### src/rtl/mul_err_pkg.sv
// Shared types and default sizing for the approximate-multiplier error sweep.
// The product and error-count widths follow from the operand width.
package mul_err_pkg;

    localparam int DEF_W        = 8;
    localparam int DEF_PIPE_LAT = 0;
    localparam int DEF_ACC_W    = 32;

    typedef enum logic [1:0] {
        IDLE,
        RUN,
        DRAIN,
        DONE
    } state_t;

    // Product width PW = 2W.
    function automatic int calc_pw(input int w);
        return 2 * w;
    endfunction

    // Error-count width CW = 2W+1, wide enough to count every operand pair.
    function automatic int calc_cw(input int w);
        return 2 * w + 1;
    endfunction

endpackage

### src/rtl/mul_err_accum.sv
// Scores one (exact, approx) product pair per valid cycle: absolute error,
// saturating error sum, nonzero-error count and first-occurrence worst pair.
module mul_err_accum
    import mul_err_pkg::*;
#(
    parameter int W     = DEF_W,
    parameter int ACC_W = DEF_ACC_W
) (
    input  logic                     clk,
    input  logic                     rst_n,
    input  logic                     clear,
    input  logic                     valid,
    input  logic [W-1:0]             a,
    input  logic [W-1:0]             b,
    input  logic [calc_pw(W)-1:0]    exact,
    input  logic [calc_pw(W)-1:0]    approx,
    output logic [calc_pw(W)-1:0]    max_err,
    output logic [W-1:0]             worst_a,
    output logic [W-1:0]             worst_b,
    output logic [calc_cw(W)-1:0]    err_cnt,
    output logic [ACC_W-1:0]         sum_abs_err
);

    localparam int PW = calc_pw(W);
    localparam int CW = calc_cw(W);

    logic signed [CW-1:0] w_diff;
    logic [PW-1:0]        w_err;
    logic [ACC_W:0]       w_sum_ext;
    logic [ACC_W-1:0]     w_sum_sat;

    logic [PW-1:0]        r_max;
    logic [W-1:0]         r_wa;
    logic [W-1:0]         r_wb;
    logic [CW-1:0]        r_cnt;
    logic [ACC_W-1:0]     r_sum;

    // NOTE: blocking assignments are right here: each line feeds the next within the same evaluation.
    always_comb begin
        w_diff    = $signed({1'b0, approx}) - $signed({1'b0, exact});
        w_err     = w_diff[CW-1] ? PW'(-w_diff) : PW'(w_diff);
        w_sum_ext = {1'b0, r_sum} + (ACC_W + 1)'(w_err);
        w_sum_sat = w_sum_ext[ACC_W] ? {ACC_W{1'b1}} : w_sum_ext[ACC_W-1:0];
    end

    always_ff @(posedge clk or negedge rst_n) begin
        if (!rst_n) begin
            r_max <= '0;
            r_wa  <= '0;
            r_wb  <= '0;
            r_cnt <= '0;
            r_sum <= '0;
        end else if (clear) begin
            r_max <= '0;
            r_wa  <= '0;
            r_wb  <= '0;
            r_cnt <= '0;
            r_sum <= '0;
        end else if (valid) begin
            r_sum <= w_sum_sat;
            if (w_err != '0) begin
                r_cnt <= r_cnt + 1'b1;
            end
            // Strictly greater keeps the first pair that reached the maximum.
            if (w_err > r_max) begin
                r_max <= w_err;
                r_wa  <= a;
                r_wb  <= b;
            end
        end
    end

    assign max_err     = r_max;
    assign worst_a     = r_wa;
    assign worst_b     = r_wb;
    assign err_cnt     = r_cnt;
    assign sum_abs_err = r_sum;

endmodule

### src/rtl/mul_err_sweep_ctrl.sv
// Sweeps every operand pair through an external approximate multiplier and
// scores its product against the exact one, aligned by a PIPE_LAT-deep pipeline.
module mul_err_sweep_ctrl
    import mul_err_pkg::*;
#(
    parameter int W        = DEF_W,
    parameter int PIPE_LAT = DEF_PIPE_LAT,
    parameter int ACC_W    = DEF_ACC_W
) (
    input  logic                     clk,
    input  logic                     rst_n,
    input  logic                     start,
    input  logic                     abort,
    output logic [W-1:0]             op_a,
    output logic [W-1:0]             op_b,
    input  logic [calc_pw(W)-1:0]    approx_p,
    output logic                     busy,
    output logic                     done,
    output logic [calc_pw(W)-1:0]    max_err,
    output logic [W-1:0]             worst_a,
    output logic [W-1:0]             worst_b,
    output logic [calc_cw(W)-1:0]    err_cnt,
    output logic [ACC_W-1:0]         sum_abs_err
);

    localparam int            PW       = calc_pw(W);
    localparam int            DCW      = (PIPE_LAT > 1) ? $clog2(PIPE_LAT) : 1;
    localparam logic [PW-1:0] LAST_IDX = '1;

    state_t         r_state;
    logic [PW-1:0]  r_idx;
    logic           r_busy;
    logic           r_done;
    logic [DCW-1:0] r_drain_cnt;

    logic           w_start_ok;
    logic           w_abort;
    logic           w_v0;
    logic [PW-1:0]  w_exact0;
    logic           w_v_out;
    logic [PW-1:0]  w_idx_out;
    logic [PW-1:0]  w_exact_out;

    assign w_start_ok = (r_state == IDLE) && start && !abort;
    assign w_abort    = abort && ((r_state == RUN) || (r_state == DRAIN));

    // r_idx is zero outside RUN and wraps to zero after the last pair, so it drives the operands directly.
    always_ff @(posedge clk or negedge rst_n) begin
        if (!rst_n) begin
            r_state     <= IDLE;
            r_idx       <= '0;
            r_busy      <= 1'b0;
            r_done      <= 1'b0;
            r_drain_cnt <= '0;
        end else begin
            // NOTE: non-blocking assignments for all state; the default clear makes done a one-cycle pulse.
            r_done <= 1'b0;
            case (r_state)
                IDLE: begin
                    if (w_start_ok) begin
                        r_state <= RUN;
                        r_idx   <= '0;
                        r_busy  <= 1'b1;
                    end
                end
                RUN: begin
                    if (w_abort) begin
                        r_state <= IDLE;
                        r_idx   <= '0;
                        r_busy  <= 1'b0;
                    end else begin
                        r_idx <= r_idx + 1'b1;
                        if (r_idx == LAST_IDX) begin
                            if (PIPE_LAT > 0) begin
                                r_state     <= DRAIN;
                                r_drain_cnt <= DCW'(PIPE_LAT - 1);
                            end else begin
                                r_state <= DONE;
                                r_busy  <= 1'b0;
                                r_done  <= 1'b1;
                            end
                        end
                    end
                end
                DRAIN: begin
                    if (w_abort) begin
                        r_state <= IDLE;
                        r_busy  <= 1'b0;
                    end else if (r_drain_cnt == '0) begin
                        r_state <= DONE;
                        r_busy  <= 1'b0;
                        r_done  <= 1'b1;
                    end else begin
                        r_drain_cnt <= r_drain_cnt - 1'b1;
                    end
                end
                DONE: begin
                    r_state <= IDLE;
                end
                default: begin
                    r_state <= IDLE;
                end
            endcase
        end
    end

    assign op_a = r_idx[PW-1:W];
    assign op_b = r_idx[W-1:0];
    assign busy = r_busy;
    assign done = r_done;

    assign w_v0     = (r_state == RUN);
    assign w_exact0 = {{W{1'b0}}, op_a} * {{W{1'b0}}, op_b};

    generate
        if (PIPE_LAT == 0) begin : g_nopipe
            assign w_v_out     = w_v0;
            assign w_idx_out   = r_idx;
            assign w_exact_out = w_exact0;
        end else begin : g_pipe
            logic          r_pv     [PIPE_LAT];
            logic [PW-1:0] r_pidx   [PIPE_LAT];
            logic [PW-1:0] r_pexact [PIPE_LAT];

            always_ff @(posedge clk or negedge rst_n) begin
                if (!rst_n) begin
                    for (int i = 0; i < PIPE_LAT; i++) r_pv[i] <= 1'b0;
                end else if (w_abort) begin
                    for (int i = 0; i < PIPE_LAT; i++) r_pv[i] <= 1'b0;
                end else begin
                    r_pv[0] <= w_v0;
                    for (int i = 1; i < PIPE_LAT; i++) r_pv[i] <= r_pv[i-1];
                end
            end

            // NOTE: the data stages are deliberately not reset; they are only consumed when the matching valid bit is set.
            always_ff @(posedge clk) begin
                r_pidx[0]   <= r_idx;
                r_pexact[0] <= w_exact0;
                for (int i = 1; i < PIPE_LAT; i++) begin
                    r_pidx[i]   <= r_pidx[i-1];
                    r_pexact[i] <= r_pexact[i-1];
                end
            end

            assign w_v_out     = r_pv[PIPE_LAT-1];
            assign w_idx_out   = r_pidx[PIPE_LAT-1];
            assign w_exact_out = r_pexact[PIPE_LAT-1];
        end
    endgenerate

    mul_err_accum #(
        .W     (W),
        .ACC_W (ACC_W)
    ) u_accum (
        .clk         (clk),
        .rst_n       (rst_n),
        .clear       (w_start_ok),
        .valid       (w_v_out),
        .a           (w_idx_out[PW-1:W]),
        .b           (w_idx_out[W-1:0]),
        .exact       (w_exact_out),
        .approx      (approx_p),
        .max_err     (max_err),
        .worst_a     (worst_a),
        .worst_b     (worst_b),
        .err_cnt     (err_cnt),
        .sum_abs_err (sum_abs_err)
    );

endmodule
### config.mk
export PLATFORM = sky130hd
export DESIGN_NAME = mul_err_sweep_ctrl
export DESIGN_NICKNAME = d
export VERILOG_FILES = /design/src/rtl/mul_err_pkg.sv /design/src/rtl/mul_err_accum.sv /design/src/rtl/mul_err_sweep_ctrl.sv
export SDC_FILE = /design/constraint.sdc
export NUM_CORES = 1
export LEC_CHECK = 0
export BUFFER_PORTS_ARGS = -buffer_cell sky130_fd_sc_hd__buf_2
export CORE_ASPECT_RATIO = 0.6
export CORE_UTILIZATION = 40
export DETAILED_ROUTE_END_ITERATION = 10
export GPL_TIMING_DRIVEN = 0
export SLEW_MARGIN = 20
export SYNTH_ARGS = -nofsm -noshare
export SYNTH_HDL_FRONTEND = slang
export SYNTH_HIERARCHICAL = 1
export SYNTH_SLANG_ARGS = --single-unit
### constraint.sdc
create_clock -name clk -period 12.5 [get_ports clk]
set_input_delay 0.625 -clock clk [delete_from_list [all_inputs] [get_ports clk]]
set_output_delay 0.625 -clock clk [all_outputs]
set_load 0.03 [all_outputs]
# After elaboration in Yosys (flattened, before gate mapping)
# Cells that the tools add are included.
# word_totals
regBits	102
latchBits	0
mem_bits_rw	0
mem_bits_ro	0
input_bits	20
out_inout_bits	99
wordCells	81
mem_count	0
# op_classes
addsub	6
multipliers	1
div	0
order_cmp	1
eq_ne	7
n_shift	0
muxes	37
bitwise_logic	1
reduce_logical	18
# op_table
cell	count
2-to-1 mux 16 bit	6
2-to-1 mux 32 bit	3
2-to-1 mux 17 bit	3
2-to-1 mux 8 bit	6
adder 32 x 16 -> 33 bit	1
case mux 16 bit (2 select lines)	1
adder 17 x 1 -> 17 bit (second input constant)	1
subtractor 16 x 16 -> 17 bit	1
adder 16 x 1 -> 16 bit (second input constant)	1
== test 16 bit (second input constant)	1
> comparator 16 bit	1
multiplier 8 x 8 -> 16 bit	1
negation 16 bit	1
nonzero test 16 bit	1
2-to-1 mux 1 bit	10
2-to-1 mux 2 bit	5
case mux 2 bit (4 select lines)	1
AND reduction 2 bit	4
nonzero test 2 bit	4
inequality test 3 bit (second input constant)	2
== test 2 bit (second input constant)	2
AND reduction 4 bit	1
logical AND 1 bit	3
case mux 1 bit (3 select lines)	1
other kinds (10)	10

# Longest topological paths before layout
# depth
word_depth	8
ltp_mapped	39
mapped_depth_nobuf	35

# By module
# The synthesis kept the hierarchy.
# by_module_without_submodules
module	n_inst	cells_per_inst	area_per_inst_um2	seq_area_each_um2
mul_err_accum	1	764	6691.4	2026.9
mul_err_sweep_ctrl	1	373	3255.6	500.5

# Worst setup path before layout
# OpenSTA, ideal clock, no wires.
# synth_timing
path_kind	reg-to-reg
startpoint	register r_idx[4]
endpoint	register u_accum.r_wb[2], in the netlist u_accum/worst_b[2]
setup_time_ns	0.132
t_arrival_ns	8.669
required_ns	12.368
setup_slack_ns	3.699
path_stages_with_launch	38
path_buffers	4
synth_period_minus_slack_ns	8.801
path_cell_list	dfrtp_1 -> clkbuf_1 -> and2_2 -> fa_1 -> inv_1 -> fa_1 -> fa_1 -> fa_1 -> inv_1 -> ha_1 -> a21o_1 -> a31oi_1 -> a21boi_0 -> or4b_1 -> nand3_1 -> inv_1 -> ha_1 -> nand2_1 -> [... 2 more ...] -> o21ai_1 -> clkbuf_1 -> clkbuf_1 -> nor2_1 -> xnor2_1 -> ha_1 -> nand3_1 -> o22ai_1 -> o21a_1 -> o21a_1 -> o21a_1 -> o21ai_0 -> nand2b_1 -> a21oi_1 -> a311oi_1 -> clkbuf_1 -> mux2i_1 -> nor2_1
# synth_via
elab_chain_len	7
# synth_lines
element	line_no	text
start: declaration	mul_err_sweep_ctrl.sv:31	logic [PW-1:0] r_idx;
start signal: assignment	mul_err_sweep_ctrl.sv:72	r_idx <= r_idx + 1'b1;
multiplier 8 x 8 -> 16 bit *	mul_err_sweep_ctrl.sv:113	assign w_exact0 = {{W{1'b0}}, op_a} * {{W{1'b0}}, op_b};
named net w_exact0[10]	mul_err_sweep_ctrl.sv:39	logic [PW-1:0] w_exact0;
subtractor 16 x 16 -> 17 bit *	mul_err_accum.sv:40	w_diff = $signed({1'b0, approx}) - $signed({1'b0, exact});
negation 16 bit	mul_err_accum.sv:41	w_err = w_diff[CW-1] ? PW'(-w_diff) : PW'(w_diff);
2-to-1 mux 16 bit *	mul_err_accum.sv:41	
> comparator 16 bit *	mul_err_accum.sv:65	if (w_err > r_max) begin
nonzero test 2 bit (no source line) *	-	
AND reduction 2 bit (no source line) *	-	
end signal: assignment	mul_err_accum.sv:50	r_wb <= '0;
end signal: assignment	mul_err_accum.sv:56	r_wb <= '0;
end signal: assignment	mul_err_accum.sv:68	r_wb <= b;
end: declaration	mul_err_accum.sv:34	logic [W-1:0] r_wb;
# The timed path passes the listed nets; every way through them passes the cells marked *.
# A chain may end at the register's enable or synchronous reset.

# Final worst setup path
# layout_timing
startpoint	register r_idx[12]
endpoint	register u_accum.r_wb[1], in the netlist u_accum/worst_b[1]
# Same word-level chain as after synthesis.

==> run summary <==
Across the VDD grid, the largest voltage drop is 0.09451 mV. At the later pin of the worst-skew pair, clock insertion delay measures 0.37 ns. Counting flops with an async set or reset pin after synthesis yields a share of 100.0%. The total clock buffers created by CTS is 9, and the register clock-pin slew on the reported worst setup and hold paths is 0.07 ns.

Maximum number of pins on one net before global-route repair: 57. nor2_1 is the most common cell in the netlist. The core region is 0.02428 mm². Buffers inserted to repair hold after CTS numbered 0.

At the end of routability-driven placement, the weighted congestion stood at 0.9194. The run gives 5 as the number of iterations in the first detailed-routing pass. Summed over all cells, the static leakage comes to 5.504 nW. Clock skew after layout: 0.008627 ns. For this run, design rule violations remaining after detail routing come to 0. The area growth from synthesis to layout is 13.03%.

The fraction of layout instances using a drive strength above 1 is 15.33%, and the number of synthesized flops with an enable pin is 0. The HPWL after detailed placement is 22.75 mm. For this run, the number of standard cells in the final layout without fillers is 1595. The final total negative setup slack was 0 ns; the vias per cell was 5.602.

The die outline area is 0.02552 mm², and the largest incremental delay on the critical path is 0.74 ns. Setup violations remaining at the end of the flow were counted as 0. Global routing used 23.50% of the available tracks. The most used flip-flop cell after synthesis is dfrtp_1. Counting along the longest clock path gives a buffer depth of 2.

The tools report the global-route wire length before repair as 46.10 mm. The setup slack on the worst flop-to-flop path was 2.00 ns. In this run the remaining antenna-violating nets after routing total 0. The tools report the critical register-to-register path endpoint as u_accum/worst_b[1]. The number of pins with negative max-slew slack in the final report is 0.

The worst setup path is launched from a flop. The startpoint of the most critical setup path was r_idx[12]. Global routing finished with a remaining overflow of 0. Data on the critical path arrives at its endpoint at 10.73 ns. The final count of hold timing violations is 0, and the H-tree depth is 3. Along the worst path, the maximum fanout reaches 10.

The tools report the number of cells upsized or downsized after cts as 0. In this run the critical register-to-register path is launched from r_idx[12]. The run gives 8104 as the via count of the first global-routing pass. For this configuration, the core starts out at a cell density of 40.97%.

Classification of the worst-slack hold path: input pin to asynchronous set/reset pin. Derived from the worst setup path, the maximum achievable clock frequency is 0.09522 GHz. Post-CTS timing repair inserted 0 buffers for setup. The register bit total from synthesis came out at 101. The average instance in the mapped netlist occupies 8.748 µm². The flow ran to the end, and the final reports show no timing, DRC or antenna violations. Max-cap violations in this run came to 0. In the post-synthesis netlist, the biggest area contributors are dfrtp_1, ha_1, fa_1, nor2_1, mux2i_1. TritonCTS built the clock tree. STA classifies the critical path endpoint as a flop.

Including well taps, the total number of placed cells is 1578. Of all cell types, the one taking the most synthesized area is dfrtp_1. After synthesis, the most frequently instantiated cells are nor2_1, inv_1, dfrtp_1, ha_1, nand2_1. At the pin with the least slew margin, the transition time is 0.8979 ns. The tightest slew margin relative to the limit was 40.14%; the total number of nets in the final design was 1417. The logs give 25.41% for the part of the Yosys area used for sequential elements and 0 for the initial antenna violation count.

The average detailed-routed wire length per instance was 18.29 µm; the data required time at the worst endpoint was 12.73 ns. Setup repair after global routing left no endpoint under its margin. Among all stages on the critical path, the largest delay is contributed by clkbuf_1. The final clock period utilization by the worst path came out at 84.02%. The shortest clock period the worst path allows after layout came out at 10.50 ns.

The library cell used as clock root buffer is clkbuf_16. The die span in x works out to 205.6 µm. The instance count of the mapped netlist was 1137; the area fraction of the dominant cell type after synthesis was 25.41%. The run gives 1287 as the net count after synthesis. In this run the cell area of the synthesized design comes to 0.009947 mm². First-iteration detailed-routing DRC count: 850. The number of warnings reported in the yosys synthesis log was 6. 119 I/O pins were placed.

The routed layout has 8935 vias. For the number of placement rows, the log shows 44. CTS saw 101 sinks. Synthesis instantiated 88 different standard cells from the library.

Port buffering added 118 buffers. Measured in cells, the most critical reg-to-reg path has a length of 33. The power density over the cells is 165.8 mW/mm². By startpoint and endpoint, the worst setup path is classified as flop to flop. The final wirelength came out at 29.17 mm.

The vertical die dimension is 124.2 µm, and the number of inserted filler cells in the final layout is 2395.
metrics by stage:
step / setup slack (ns) / hold WS [ns] / power, W / instance area, µm² / utilization (%)
after floorplan: 3.699 / 0.3294 / 0.001273 / 9947 / -
after global placement: 1.803 / 0.4974 / 0.001566 / 10940 / 45.06
after detailed placement: 2.110 / 0.5070 / 0.001581 / 10980 / 45.23
after CTS: 2.044 / 0.1990 / 0.001860 / 11240 / 46.30
after global routing: 1.241 / 0.2110 / 0.002006 / 11240 / 46.30
final: 1.998 / 0.1797 / 0.001864 / 11240 / 46.31
cell families (layout without fill, tap and decap cells):
group                      Yosys count  in the layout  share of synthesized area [%]
AOI/OAI and AO/OA                  237            237                          17.14
buffers and inverters              155            290                          6.264
xor gates and xnor gates            51             51                          5.094
DFF                                101            101                          25.41
muxes                               42             42                          4.226
other                                0              1                              0
and+or+nand+nor                    421            421                          22.64
adders and majority gates          130            130                          19.22
metal layers:
layer / track usage [%] / vias up / wire length [µm]
met4: 4.167 / 0 / 241
met2: 31.27 / 259 / 11550
li1: - / 4284 / -
met1: 38.24 / 4366 / 15710
met5: 0 / - / 0
met3: 4.265 / 26 / 1659
sequential cells by signal, summed over array words and instances, names as in the netlist:
| signal | cells |
|---|---|
| u_accum/err_cnt | 17 |
| busy | 1 |
| u_accum/sum_abs_err | 32 |
| r_idx | 16 |
| done | 1 |
| r_state | 2 |
| u_accum/max_err | 16 |
| u_accum/worst_a | 8 |
| u_accum/worst_b | 8 |
cells in the final DEF, fill, tap and decap left out, types with 30 or more instances in the layout:
master and count:
o21ai_0 39, buf_2 122, dfrtp_1 101, inv_1 103
nand3_1 41, a21oi_1 53, clkbuf_1 40, xnor2_1 30
ha_1 92, nor2_1 117, fa_1 38, mux2i_1 42
nand2_1 69, and2_1 50
power by group:
part           switching, W  internal (W)  leakage, nW
sequential        0.0000927      0.000412         1.32
combinational      0.000706      0.000385         4.05
clock              0.000134      0.000134        0.129
total              0.000933      0.000931         5.50
cell type report:
| type | count | area [µm²] | share of cell area (%) |
|---|---|---|---|
| buffer | 51 | 227.7 | 2.025 |
| clock inverter | 5 | 27.53 | 0.2448 |
| antenna | 1 | 2.502 | 0.02226 |
| clock buffer | 11 | 232.7 | 2.070 |
| sequential | 101 | 2527 | 22.48 |
| tap | 322 | 402.9 | 3.583 |
| inverter | 104 | 395.4 | 3.517 |
| multi-input combinational | 881 | 6803 | 60.51 |
| timing repair buffer | 119 | 624.3 | 5.553 |
how the worst max path moves through the flow:
stage                          to  slack, ns  cells after the start
6_report       u_accum/worst_b[1]       2.00                     33
4_1_cts        u_accum/worst_b[2]       2.04                     33
3_3_place_gp   u_accum/worst_a[3]       1.80                     33
5_1_grt        u_accum/worst_b[2]       1.24                     37
3_5_place_dp   u_accum/worst_b[2]       2.11                     33
2_1_floorplan  u_accum/worst_b[2]       3.70                     37
worst max-delay path, delay by kind of cell (launching register included):
| family | cells | cell delay, ns |
|---|---|---|
| adder cells (fa/ha/maj) | 7 | 3.06 |
| AO/OA/AOI/OAI | 10 | 2.88 |
| flip-flops | 1 | 0.52 |
| buffers and inverters | 6 | 1.62 |
| multiplexers | 1 | 0.28 |
| XOR/XNOR | 2 | 0.71 |
| AND/OR/NAND/NOR | 7 | 1.26 |
No activity file was read; power rests on OpenSTA's default activity.
